[config.mk]
export PLATFORM = sky130hd
export DESIGN_NAME = alu_cmd_driver
export DESIGN_NICKNAME = d
export VERILOG_FILES = /design/src/rtl/alu_pkg.sv /design/src/rtl/alu_cmd_driver.sv
export SDC_FILE = /design/constraint.sdc
export NUM_CORES = 1
export LEC_CHECK = 0
export BUFFER_PORTS_ARGS = -buffer_cell sky130_fd_sc_hd__buf_2
export CAP_MARGIN = 20
export CORE_MARGIN = 2
export CORE_UTILIZATION = 50
export CTS_BUF_LIST = sky130_fd_sc_hd__clkbuf_16
export CTS_CLUSTER_DIAMETER = 30
export DETAILED_ROUTE_END_ITERATION = 8
export PLACE_DENSITY_LB_ADDON = 0.2
export SKIP_CTS_REPAIR_TIMING = 1
export SLEW_MARGIN = 20
export SYNTH_ARGS = -nofsm -noshare
export SYNTH_HDL_FRONTEND = slang
export SYNTH_SLANG_ARGS = --single-unit
[constraint.sdc]
create_clock -name clock -period 5.37 [get_ports clock]
set_input_delay 0.537 -clock clock [delete_from_list [all_inputs] [get_ports clock]]
set_output_delay 0.537 -clock clock [all_outputs]
set_load 0.02 [all_outputs]
[src/rtl/alu_pkg.sv]
// Shared definitions for the Alu command driver: op encodings, op
// classification helpers and the driver FSM state encoding.
package alu_pkg;

    // Alu op encodings
    localparam logic [2:0] OP_AND = 3'b000;
    localparam logic [2:0] OP_OR  = 3'b001;
    localparam logic [2:0] OP_ADD = 3'b010;
    localparam logic [2:0] OP_NOR = 3'b100;
    localparam logic [2:0] OP_XOR = 3'b101;
    localparam logic [2:0] OP_SUB = 3'b110;

    // Width of the settle counter; holds SETTLE_CYCLES-1 for SETTLE_CYCLES in 1..15
    localparam int SETTLE_W = 4;

    // Driver FSM states
    typedef enum logic [1:0] {
        ST_IDLE = 2'd0,
        ST_EXEC = 2'd1,
        ST_RESP = 2'd2
    } state_e;

    // True for every op the Alu implements
    function automatic logic is_legal_op(input logic [2:0] op);
        return (op == OP_AND) || (op == OP_OR)  || (op == OP_ADD) ||
               (op == OP_NOR) || (op == OP_XOR) || (op == OP_SUB);
    endfunction

    // True for the ops whose overflow flag is meaningful (signed ADD/SUB)
    function automatic logic is_arith_op(input logic [2:0] op);
        return (op == OP_ADD) || (op == OP_SUB);
    endfunction

endpackage

[src/rtl/alu_cmd_driver.sv]
// Alu command driver: accepts commands over valid/ready, drives the
// combinational Alu from registers, waits a fixed settle time, captures the
// Alu outputs and returns them over a valid/ready response channel. Also
// keeps a sticky overflow flag and a completed-response counter.
module alu_cmd_driver
    import alu_pkg::*;
#(
    parameter int SETTLE_CYCLES = 1,
    parameter int CNT_W         = 16
) (
    input  logic             clock,
    input  logic             reset,
    // command channel
    input  logic             cmd_valid,
    output logic             cmd_ready,
    input  logic [31:0]      cmd_a,
    input  logic [31:0]      cmd_b,
    input  logic [2:0]       cmd_op,
    input  logic             cmd_unsig,
    // Alu operand side
    output logic [31:0]      alu_a,
    output logic [31:0]      alu_b,
    output logic [2:0]       alu_op,
    output logic             alu_unsig,
    // Alu result side
    input  logic [31:0]      alu_out,
    input  logic             alu_compout,
    input  logic             alu_overflow,
    // response channel
    output logic             rsp_valid,
    input  logic             rsp_ready,
    output logic [31:0]      rsp_result,
    output logic             rsp_compout,
    output logic             rsp_overflow,
    output logic             rsp_illegal,
    // status
    output logic             ovf_sticky,
    input  logic             ovf_clear,
    output logic [CNT_W-1:0] op_count
);

    localparam logic [SETTLE_W-1:0] SETTLE_LOAD = SETTLE_W'(SETTLE_CYCLES - 1);

    state_e              state_q, state_d;
    logic [SETTLE_W-1:0] cnt_q, cnt_d;

    logic [31:0]         alu_a_q, alu_b_q;
    logic [2:0]          alu_op_q;
    logic                alu_unsig_q;

    logic [31:0]         rsp_result_q;
    logic                rsp_compout_q;
    logic                rsp_overflow_q;
    logic                rsp_illegal_q;

    logic                ovf_sticky_q, ovf_sticky_d;
    logic [CNT_W-1:0]    op_count_q, op_count_d;

    // Decoded events for the current cycle
    logic                accept_legal;
    logic                accept_illegal;
    logic                capture;
    logic                rsp_hs;
    logic                cap_overflow;

    // Overflow is only meaningful for signed ADD/SUB; mask it for everything else
    assign cap_overflow = alu_overflow & is_arith_op(alu_op_q) & ~alu_unsig_q;

    // Next-state, handshake outputs and event decode
    always_comb begin
        state_d        = state_q;
        cmd_ready      = 1'b0;
        rsp_valid      = 1'b0;
        accept_legal   = 1'b0;
        accept_illegal = 1'b0;
        capture        = 1'b0;
        rsp_hs         = 1'b0;
        case (state_q)
            ST_IDLE: begin
                cmd_ready = ~reset;
                if (cmd_valid) begin
                    if (is_legal_op(cmd_op)) begin
                        accept_legal = 1'b1;
                        state_d      = ST_EXEC;
                    end else begin
                        // illegal ops never reach the Alu; answer immediately
                        accept_illegal = 1'b1;
                        state_d        = ST_RESP;
                    end
                end
            end
            ST_EXEC: begin
                if (cnt_q == '0) begin
                    capture = 1'b1;
                    state_d = ST_RESP;
                end
            end
            ST_RESP: begin
                rsp_valid = 1'b1;
                if (rsp_ready) begin
                    rsp_hs  = 1'b1;
                    state_d = ST_IDLE;
                end
            end
            default: begin
                state_d = ST_IDLE;
            end
        endcase
    end

    // Settle counter: loaded on accept, counts down while in EXEC
    always_comb begin
        cnt_d = cnt_q;
        if (accept_legal) begin
            cnt_d = SETTLE_LOAD;
        end else if ((state_q == ST_EXEC) && (cnt_q != '0)) begin
            cnt_d = cnt_q - SETTLE_W'(1);
        end
    end

    // Sticky overflow: a capture that sets the flag wins over a same-edge clear
    always_comb begin
        ovf_sticky_d = ovf_sticky_q;
        if (capture && cap_overflow) begin
            ovf_sticky_d = 1'b1;
        end else if (ovf_clear) begin
            ovf_sticky_d = 1'b0;
        end
    end

    // Completed-response counter, wraps naturally
    always_comb begin
        op_count_d = op_count_q;
        if (rsp_hs) begin
            op_count_d = op_count_q + CNT_W'(1);
        end
    end

    // FSM state, settle counter and status registers
    always_ff @(posedge clock) begin
        if (reset) begin
            state_q      <= ST_IDLE;
            cnt_q        <= '0;
            ovf_sticky_q <= 1'b0;
            op_count_q   <= '0;
        end else begin
            state_q      <= state_d;
            cnt_q        <= cnt_d;
            ovf_sticky_q <= ovf_sticky_d;
            op_count_q   <= op_count_d;
        end
    end

    // Alu input registers: only a legal accept changes them, so the Alu sees stable operands
    always_ff @(posedge clock) begin
        if (reset) begin
            alu_a_q     <= '0;
            alu_b_q     <= '0;
            alu_op_q    <= '0;
            alu_unsig_q <= 1'b0;
        end else if (accept_legal) begin
            alu_a_q     <= cmd_a;
            alu_b_q     <= cmd_b;
            alu_op_q    <= cmd_op;
            alu_unsig_q <= cmd_unsig;
        end
    end

    // Response registers: written on capture or illegal accept, held through RESP
    always_ff @(posedge clock) begin
        if (reset) begin
            rsp_result_q   <= '0;
            rsp_compout_q  <= 1'b0;
            rsp_overflow_q <= 1'b0;
            rsp_illegal_q  <= 1'b0;
        end else if (capture) begin
            rsp_result_q   <= alu_out;
            rsp_compout_q  <= alu_compout;
            rsp_overflow_q <= cap_overflow;
            rsp_illegal_q  <= 1'b0;
        end else if (accept_illegal) begin
            rsp_result_q   <= '0;
            rsp_compout_q  <= 1'b0;
            rsp_overflow_q <= 1'b0;
            rsp_illegal_q  <= 1'b1;
        end
    end

    assign alu_a        = alu_a_q;
    assign alu_b        = alu_b_q;
    assign alu_op       = alu_op_q;
    assign alu_unsig    = alu_unsig_q;
    assign rsp_result   = rsp_result_q;
    assign rsp_compout  = rsp_compout_q;
    assign rsp_overflow = rsp_overflow_q;
    assign rsp_illegal  = rsp_illegal_q;
    assign ovf_sticky   = ovf_sticky_q;
    assign op_count     = op_count_q;

endmodule

==> metrics.md <==
| Metric | Value |
|---|---|
| Via count | 4449 |
| Initial antenna violation count | 0 |
| Pwr/cell area | between 300 and 400 nW/um2 |
| Max incr delay on CP | between 0.5 and 0.6 ns |
| Crit Path Category | reg2reg |
| Static Leakage | approximately 3.0 nW |
| Clk_skew | 0.00770 ns |
| Post-DP HPWL | slightly below 9000 um |
| Critical path arrival | 2.75 ns |
| CTS tree | done |
| Worst skew pair latency | ~0.40 ns |
| Placed inst area | 5870 um2 |
| Vias/cell | 4.99 |
| Starting density of the core | roughly 52% |
| CTS Buf Count | 17 |
| Type of the most critical hold path | in2reg |
| Max-Cap Viols | 0 |
| CTS clock-pin slew for the worst setup and hold paths | ~0.06 ns |
| CTS Buffer Depth | 2 |
| Ant. Diodes | 0 |
| Core area | slightly above 9000 um2 |
| Mapped Nets | between 600 and 700 |
| Port bufs | between 200 and 250 |
| Critical path, cell by cell | inv_1 > ha_1 > or3b_1 > nor3_4 > buf_4 > nand4_1 > a21oi_1 |
| Synthesized flop and latch total | approximately 130 |
| Final Max Tran Viols | 0 |
| Layout cells sized above 1 | between 30% and 40% |
| Clk sinks | ~130 |
| First-pass GRT wire length | 19100 um |
| Grt total ovfl | 0 |
| Synth top area share | 52.6% |
| Final min period | ~2.4 ns |
| Die area | 10400 um2 |
| Vias in the first global route | approximately 4100 |
| Drc violations | 0 |
| RSZ-0062 raised after global routing | no |
| DR WL/cell | between 10 and 15 um |
| Area grow syn2layout | 34.6% |
| I/O Pins | about 230 |
| Fin Hold WS | approximately 0.37 ns |
| Synthesized area per cell | ~8.9 um2 |
| Total track usage | between 20% and 30% |
| Critical-path maximum fanout | 23 |
| Actual slew at the worst max-slew pin | between 0.9 and 1 ns |
| Setup crit end kind | flop |
| Crit start category | flop |
| Status | complete, no violations |
| Die height | around 100 um |
| EDFF count, synth | 0 |
| Drt initial violations | roughly 120 |
| WP data required | about 5.7 ns |
| H-tree level count | 4 |
| Max IR drop VDD | 218 uV |
| Combinational share of power | between 10% and 20% |
| Post-synthesis cell type count | 37 |
| Final TNS setup | 0 ns |
| Final period util | a little under half |
| Post-synth top area cell | dfxtp_1 |
| Largest net degree at the start of global routing | 84 |
| Synth top area cells | dfxtp_1 (53%), nand2_1 (11%), a21oi_1 (7.7%) |
| Sequential area share after synthesis | a little over half |
| Worst path buffer plus inverter count | 2 |
| Post-DRT Antenna Nets | 0 |
| Share of power burned in registers | around two fifths |
| Fin area | approximately 6500 um2 |
| Net Sw Power | 0.000615 W |
| Internal | 0.00181 W |
| Routed wire length | between 10000 and 15000 um |
| DRT Pass-1 Iters | 5 |
| GPL Wtd Cong | ~0.8 |
| Slowest stage cell on the critical path | nor3_4 |
| Crit path max-delay family | simple AND/OR/NAND/NOR gates |
| Async SR Flop Fraction | 0% |
| Relative slew slack | between 30% and 40% |
| YS warnings | 0 |
| Clk root buf | clkbuf_16 |
| Switch share | 25.4% |
| Filler instances | 783 |
| Mapped cell area | ~4800 um2 |
| Final setup fails | 0 |
| Layout Nets | ~860 |
| Fin. Hold Viols | 0 |
| Most used flip-flop cell after synthesis | dfxtp_1 |
| Clk pwr share | a little under half |
| Rows | 35 |
| Die X | ~100 um |
| Mapped Cells | around 540 |
| F_max | ~410 MHz |
==> worst paths after layout <==
check | from | endpoint | slack, ns | cells after the start
setup / recovery | cnt_q[0] | rsp_overflow | 2.94 | 7
hold reg to reg | alu_a[10] | alu_a[10] | 0.45 | 2
hold / removal | cmd_a[10] | alu_a[10] | 0.37 | 3
setup reg to reg | cnt_q[0] | rsp_overflow | 2.94 | 7
==> power groups by stage <==
stage	sequential [W]	combinational, W	clock [W]
after detailed placement	0.00103	0.000300	0
after floorplan	0.00108	0.000145	0
after CTS	0.00101	0.000301	0.00114
after global placement	0.00103	0.000294	0
final	0.00101	0.000298	0.00111
after global routing	0.00102	0.000326	0.00117
==> synth_stat cells, types with 2 or more instances <==
master and instances:
nand2_1 139, dfxtp_1 126, a21oi_1 74, nor2_1 53, a22oi_2 29, clkbuf_1 21
buf_6 14, nor3_1 10, xor2_1 8, nand3_1 7, nand4_1 6, xnor2_1 6
a22oi_1 4, buf_2 3, inv_1 3, o21ai_0 3, or3_1 3, and2_1 2
and3_1 2, and4_1 2, ha_1 2, nand2b_1 2, nor2b_1 2, nor4_1 2
or3b_1 2
==> cell families after synthesis <==
family / after synthesis / share of synthesized area [%]
AND/OR/NAND/NOR: 239 / 21.7
adder cells (fa/ha/maj): 2 / 0.522
flip-flops: 126 / 52.6
buffers and inverters: 42 / 5.64
AO/OA/AOI/OAI: 113 / 16.8
XOR/XNOR: 14 / 2.56
multiplexers: 1 / 0.209
==> cell usage in the layout, fill, tap and decap left out, types with 7 or more instances in the layout <==
cell type and instances:
nor3_1 10, nand3_1 7, clkbuf_16 17, a21oi_1 74, buf_2 227, a22oi_2 29, dfxtp_1 126, nor2_1 53
xor2_1 8, nand2_1 138
==> state kept, by name, summed over array words and instances, names as in the netlist <==
signal and flops:
rsp_illegal 1, rsp_overflow 1, cnt_q 4, rsp_result 32, alu_unsig 1, alu_b 32, op_count 16, rsp_compout 1
ovf_sticky 1, state_q 2, alu_a 32, alu_op 3
==> worst register-to-register path, delay by kind of cell, from the launching register on <==
| family | cells | cell delay (ns) |
|---|---|---|
| buffers and inverters | 2 | 0.52 |
| DFF | 1 | 0.33 |
| adders and majority gates | 1 | 0.15 |
| AOI/OAI and AO/OA | 1 | 0.16 |
| and+or+nand+nor | 3 | 1.20 |
==> per-layer routing <==
| metal | up-vias | wire [um] | track usage [%] |
|---|---|---|---|
| met5 | - | 0 | 0 |
| met4 | 0 | 172 | 8.41 |
| met3 | 16 | 880 | 8.41 |
| met2 | 155 | 6250 | 40.0 |
| met1 | 2050 | 5200 | 27.1 |
| li1 | 2228 | - | - |
==> layout make-up <==
cell class / instances / area, um2 / share of cell area [%]
Inverter: 3 / 11.3 / 0.175
Multi-Input combinational cell: 369 / 2000 / 31.1
Clock inverter: 15 / 154 / 2.39
Timing Repair Buffer: 232 / 1170 / 18.2
Tap cell: 129 / 161 / 2.50
Sequential cell: 126 / 2520 / 39.1
Clock buffer: 17 / 425 / 6.59
==> stage by stage <==
step | setup WS (ns) | power (W) | cells | util (%)
floorplan | 3.45 | 0.00123 | 537 | -
CTS | 2.91 | 0.00245 | 891 | 69.5
detailed placement | 2.93 | 0.00133 | 859 | 63.3
global placement | 3.03 | 0.00132 | 859 | 63.3
global route | 2.77 | 0.00252 | 891 | 69.5
finish | 2.94 | 0.00242 | 891 | 69.5
Note: power is estimated with default switching activity, not from simulation.
